## src/rtl/fetch_responder.sv

```systemverilog
// Fetch-stage responder: one imem read per fetch_enable pulse, 1-cycle fetch_done with instr/pc.
// Enable-to-done is at least 3 cycles; waits indefinitely on imem_ready/imem_rvalid; flush drains without done.
module fetch_responder #(
  parameter int                 ADDR_W   = 32,
  parameter int                 DATA_W   = 32,
  parameter logic [ADDR_W-1:0]  RESET_PC = '0,
  parameter int                 PC_STEP  = 4
) (
  input  logic              clk,
  input  logic              rst,
  input  logic              fetch_enable,
  input  logic              stall_enable,
  input  logic              redirect_valid,
  input  logic [ADDR_W-1:0] redirect_addr,
  output logic              fetch_done,
  output logic [DATA_W-1:0] instr,
  output logic [ADDR_W-1:0] pc_out,
  output logic              busy,
  output logic              proto_err,
  output logic              imem_req,
  output logic [ADDR_W-1:0] imem_addr,
  input  logic              imem_ready,
  input  logic              imem_rvalid,
  input  logic [DATA_W-1:0] imem_rdata
);

  typedef enum logic [1:0] {IDLE, REQ, WAIT, DRAIN} state_t;

  state_t              state_q, state_d;
  logic [ADDR_W-1:0]   pc_next_q, pc_next_d;
  logic [ADDR_W-1:0]   addr_q, addr_d;
  logic [DATA_W-1:0]   instr_q, instr_d;
  logic [ADDR_W-1:0]   pc_out_q, pc_out_d;
  logic                done_q, done_d;
  logic                proto_err_q, proto_err_d;
  logic                pending_q, pending_d;

  logic                start;
  logic                pend_eff;
  logic                capture;
  logic [ADDR_W-1:0]   fetch_addr;

  always_ff @(posedge clk) begin
    if (rst) begin
      state_q     <= IDLE;
      pc_next_q   <= RESET_PC;
      addr_q      <= '0;
      instr_q     <= '0;
      pc_out_q    <= '0;
      done_q      <= 1'b0;
      proto_err_q <= 1'b0;
      pending_q   <= 1'b0;
    end else begin
      state_q     <= state_d;
      pc_next_q   <= pc_next_d;
      addr_q      <= addr_d;
      instr_q     <= instr_d;
      pc_out_q    <= pc_out_d;
      done_q      <= done_d;
      proto_err_q <= proto_err_d;
      pending_q   <= pending_d;
    end
  end

  // Flush always wins: it cancels a new enable and any pending restart.
  assign start      = (state_q == IDLE) && fetch_enable && !stall_enable;
  assign pend_eff   = !stall_enable && (pending_q || fetch_enable);
  assign capture    = (state_q == WAIT) && imem_rvalid && !stall_enable;
  assign fetch_addr = redirect_valid ? redirect_addr : pc_next_q;

  always_comb begin
    state_d = state_q;
    case (state_q)
      IDLE:    if (start) state_d = REQ;
      REQ: begin
        if (stall_enable)    state_d = imem_ready ? DRAIN : IDLE;
        else if (imem_ready) state_d = WAIT;
      end
      WAIT: begin
        if (stall_enable)     state_d = imem_rvalid ? IDLE : DRAIN;
        else if (imem_rvalid) state_d = IDLE;
      end
      DRAIN:   if (imem_rvalid) state_d = pend_eff ? REQ : IDLE;
      default: state_d = IDLE;
    endcase
  end

  always_comb begin
    addr_d      = addr_q;
    pc_next_d   = pc_next_q;
    instr_d     = instr_q;
    pc_out_d    = pc_out_q;
    done_d      = 1'b0;
    proto_err_d = proto_err_q;
    pending_d   = 1'b0;

    if (capture) begin
      instr_d   = imem_rdata;
      pc_out_d  = addr_q;
      pc_next_d = addr_q + ADDR_W'(PC_STEP);
      done_d    = 1'b1;
    end
    if (redirect_valid) pc_next_d = redirect_addr;

    if ((state_q == REQ || state_q == WAIT) && fetch_enable && !stall_enable)
      proto_err_d = 1'b1;

    case (state_q)
      IDLE:  if (start) addr_d = fetch_addr;
      DRAIN: begin
        if (imem_rvalid) begin
          if (pend_eff) addr_d = fetch_addr;
        end else begin
          pending_d = pend_eff;
        end
      end
      default: ;
    endcase
  end

  always_comb begin
    imem_req   = (state_q == REQ);
    busy       = (state_q != IDLE);
    imem_addr  = addr_q;
    fetch_done = done_q;
    instr      = instr_q;
    pc_out     = pc_out_q;
    proto_err  = proto_err_q;
  end

endmodule

```

## config.mk

```make
export PLATFORM = sky130hd
export DESIGN_NAME = fetch_responder
export DESIGN_NICKNAME = d
export VERILOG_FILES = /design/src/rtl/fetch_responder.sv
export SDC_FILE = /design/constraint.sdc
export NUM_CORES = 1
export LEC_CHECK = 0
export CAP_MARGIN = 10
export CORE_MARGIN = 10
export CORE_UTILIZATION = 40
export DETAILED_ROUTE_END_ITERATION = 10
export GPL_ROUTABILITY_DRIVEN = 1
export PLACE_DENSITY = 0.75
export REMOVE_ABC_BUFFERS = 1
export SLEW_MARGIN = 20
export SYNTH_ARGS = -nofsm -noshare
export SYNTH_HDL_FRONTEND = slang
export SYNTH_SLANG_ARGS = --single-unit
```

## constraint.sdc

```tcl
create_clock -name clk -period 1.6 [get_ports clk]
set_clock_uncertainty 0.05 [all_clocks]
set_input_delay 0.32 -clock clk [delete_from_list [all_inputs] [get_ports clk]]
set_output_delay 0.32 -clock clk [all_outputs]
set_load 0.03 [all_outputs]
```

Word-level counts from Yosys, hierarchy flattened:

Index checks and enable logic that the tools add are counted.

* register bits: 133
* bits of input ports: 71
* output and inout bits: 100

* $add $sub $neg: 1
* equality and inequality tests: 8
* multiplexer cells: 18
* bitwise logic cells: 1
* reductions and logical operators: 17

Operators with widths (number)
* $mux 32: 6
* $pmux 32 s2: 1
* $add 32x3->32 const B: 1
* $mux 2: 8
* $pmux 2 s4: 1
* $reduce_and 4->1: 2
* $logic_and 1x1->1: 7
* $ne 2x2->1 const B: 3
* $reduce_bool 2->1: 3
* $eq 2x2->1 const B: 2
* $ne 3x2->1 const B: 1
* $ne 3x3->1 const B: 1
* $reduce_or 3->1: 1
* $eq 2x1->1 const B: 1
* $logic_not 2->1: 1
* $logic_or 1x1->1: 2
* $mux 1: 2
* $logic_not 1->1: 1
* $not 1->1: 1

Logic depth before layout (Yosys ltp):

* depth after elaboration: 5
* mapped depth: 9
* gate-level depth less buffers: 7

Worst setup path after synthesis:

No wires, ideal clock.

* path kind: register -> register
* start: reg addr_q[3] (netlist: imem_addr[3])
* end: reg pc_next_q[18]
* arrival: 1.839 ns
* required time: 1.474 ns
* slack: -0.364 ns
* cell stages (with the launch flop): 7
* cells stage by stage: dfxtp_1 -> ha_1 -> nand3_1 -> nor3_1 -> nand4_1 -> xor2_1 -> o22ai_1

* longest elaborated chain between the ends: 3

Ends and longest elaborated chain
* start: declaration: line 31 `logic [ADDR_W-1:0] addr_q, addr_d;`
* start signal: assignment: line 56 `addr_q <= addr_d;`
* $add 32x3->32: line 100 `pc_next_d = addr_q + ADDR_W'(PC_STEP);`
* $mux 32: line 97 `if (capture) begin`
* $mux 32: line 103 `if (redirect_valid) pc_next_d = redirect_addr;`
* end signal: assignment: line 55 `pc_next_q <= pc_next_d;`
* end: declaration: line 30 `logic [ADDR_W-1:0] pc_next_q, pc_next_d;`

No other way between the ends. The select of a mux whose other input is x is not followed.
A chain may end at the register's enable or synchronous reset.

Worst setup path after layout:

* start: reg state_q[0]
* end: reg pc_next_q[27]

* longest elaborated chain between the ends: 4

Ends and longest elaborated chain
* start: declaration: line 29 `state_t state_q, state_d;`
* start signal: assignment: line 54 `state_q <= state_d;`
* $eq 2x2->1: line 68 `assign capture = (state_q == WAIT) && imem_rvalid && !stall_enable;`
* $logic_and 1x1->1 (2 in series): line 68
* $reduce_bool 2->1 (no line)

No other way between the ends.

==> metrics.cfg <==
[route]
m1WireLength_um=9570
vias=6243
dr.max_layer_used=met4
drcViolationCount=0
wl_met3_um=1690
ant_nets=0
finalWirelength_um=22500
drtPass1Iterations=5
wl_per_cell_um=19.4
vias_per_cell=5.39
wl_met2_um=10700
drt_iter0_drc=378

[worst_setup_path]
crit_path_end_kind=register
crit_fanout=7
startpoint_type=register
crit_type=reg -> reg
cp.required_ps=1900
crit_arrival_ps=2130

[grt]
grt_use_total_pct=19.8
grt_pass1_wl_um=31700
antenna_found_initial=0
overflow=0
grt_max_degree=74
grt_pass1_vias=6160

[synth]
ys_types=46
synth_edf_count=0
yosysSeqAreaShare_pct=46.4
synth-main-ff-cell=dfxtp_1
syn_area_per_cell_sq_um=8.26
async_reset_ff_share_pct=0
synth.yosys.warnings=0
ys_ff_latch=133
netlist_area_sq_um=5740
syn-instance-count=695

[sta]
min_period_ps=1830
rsz0062_at_grt=true
fmax_mhz=546
worst_pin_slew_ps=446
fin_crit_sh_pct=115
finalMaxSlewViolations=0
maxSlewHeadroom_pct=70.3
hold_viol_final=0
finalSetupViolCount=123
setup_ws_ps=-233

[floorplan]
io-pin-count=171
die_area_sq_um=19500
core_sq_um=14000
die_y_um=140
start_util_pct=41.0
dieWidth_um=140
placementRows=43

[clock_network]
cts_made_buffers=17
cts_sinks=133
cts_tree=yes
clk_pin_slew_worst_paths_ps=60
insertion_delay_ps=430
htreeDepth=4
root_buffer=clkbuf_16
clk_path_buf_depth=2

[run]
maxCapViolations=0

[placement]
dpl.hpwl_um=12900
placed_area_sq_um=8190
place_congestion=0.837
io_buffers=170

[final_layout]
fin_nets=1043
diodes=0
drive_gt1_share_pct=38.3
fillers=998
area.growth.synth_to_final_pct=77.4
design_area_sq_um=10200

[power_and_ir_drop]
power_density_nw_per_um2=898
max-vdd-ir-drop_mv=0.747
total_power_mw=9.15
p_leak_nw=4.37

[run_status]
status=complete, but fails checks
failed_checks=negative setup slack

[hold_path]
worst_hold_path_type=in -> reg

==> cells in the final DEF, fill, tap and decap left out, drive strengths merged, types with 3 or more instances in the layout <==
master	instances
or2	4
a311oi	8
o22ai	17
clkdlybuf4s50	68
inv	8
nor4	3
clkbuf	34
a21oi	83
o21ai	7
a211o	3
nor2	65
dfxtp	133
nand2	152
mux2i	26
a22oi	19
clkdlybuf4s15	11
xnor2	6
nor3	5
nand4	9
dlygate4sd2	57
buf	157
nand2b	8
a211oi	27
xor2	18
ha	6
clkinv	6
nand3	12
==> worst max-delay path: stages (launching register included) <==
cell,delay [ps]
dfxtp_4,390
inv_6,50
ha_4,160
buf_6,110
and3b_2,220
buf_6,130
nor2_4,230
buf_6,190
a22oi_1,80
o22ai_1,160
==> power breakdown <==
group / total [mW] / switching (mW) / internal [mW]
clock network: 3.86 / 1.47 / 2.39
logic: 1.72 / 0.896 / 0.822
registers: 3.57 / 0.120 / 3.45
total: 9.15 / 2.49 / 6.66
==> Yosys cell counts (6+ instances only) <==
cell type  count  area [sq um]
nand2_1      152           571
dfxtp_1      133          2660
a21oi_1       82           410
nor2_1        65           244
clkbuf_1      29           109
a211oi_1      27           203
mux2i_1       26           260
buf_2         21           105
a22oi_1       19           143
xor2_1        18           158
o22ai_1       17           106
nand3_1       11          55.1
a311oi_1       8          70.1
inv_1          8          30.0
nand2b_1       8          50.1
nand4_1        8          50.1
ha_1           6          75.1
xnor2_1        6          52.6
==> flip-flops by register name, summed over array words and instances (netlist names) <==
name,count
state_q,2
pc_out,32
proto_err,1
fetch_done,1
pc_next_q,32
pending_q,1
imem_addr,32
instr,32
==> per-stage QoR <==
step | util [%] | instances | hold WS (ps) | setup slack, ps | TNS [ps]
after detailed placement | 58.6 | 1080 | 397 | -438 | -42550
after global placement | 58.6 | 1080 | 391 | -376 | -39550
after CTS | 68.6 | 1145 | 346 | -160 | -7500
final | 72.8 | 1158 | 360 | -233 | -13050
after global routing | 72.8 | 1158 | 392 | -287 | -20050
after floorplan | - | 640 | 339 | -1530 | -117220
==> logic make-up (layout without fill, tap and decap cells) <==
| kind of cell | Yosys count | count (layout) | share of synthesized area (%) |
|---|---|---|---|
| adder cells (fa/ha/maj) | 6 | 6 | 1.31 |
| AND/OR/NAND/NOR | 268 | 269 | 20.3 |
| XOR/XNOR | 24 | 24 | 3.66 |
| AO/OA/AOI/OAI | 174 | 174 | 19.0 |
| buffers and inverters | 63 | 345 | 4.60 |
| multiplexers | 27 | 27 | 4.73 |
| flip-flops | 133 | 133 | 46.4 |
==> path summary, 6_finish.rpt <==
kind | from | to | slack [ps] | depth (start not counted)
min reg2reg | instr[30] | instr[30] | 400 | 2
max reg2reg | state_q[0] | pc_next_q[27] | -230 | 9
max | state_q[0] | pc_next_q[27] | -230 | 9
min | rst | pc_next_q[5] | 360 | 4
==> metal layers <==
metal / vias to the layer above / track usage, %
met4: 0 / 6.85
met2: 256 / 32.3
met5: - / 0
li1: 2971 / -
met1: 2975 / 23.7
met3: 41 / 6.94
==> what timing repair did <==
| action | in CTS | in global routing |
|---|---|---|
| hold buffers | 0 | 0 |
| buffers inserted | 31 | 10 |
| resized for setup | 290 | 151 |
| pin swaps | 72 | 60 |
| gates cloned | 5 | 7 |
| endpoints found under the setup margin | 219 | 154 |
==> layout make-up <==
type | count | area [sq um] | share of cell area [%]
clock buffers | 21 | 470 | 4.62
inverters | 8 | 37.5 | 0.369
repair buffers | 306 | 3100 | 30.5
flip-flops and latches | 133 | 2680 | 26.3
clock inverters | 10 | 105 | 1.03
well taps | 180 | 225 | 2.21
multi-input cells | 500 | 3560 | 35.0
(Power assumes the default switching activity.)
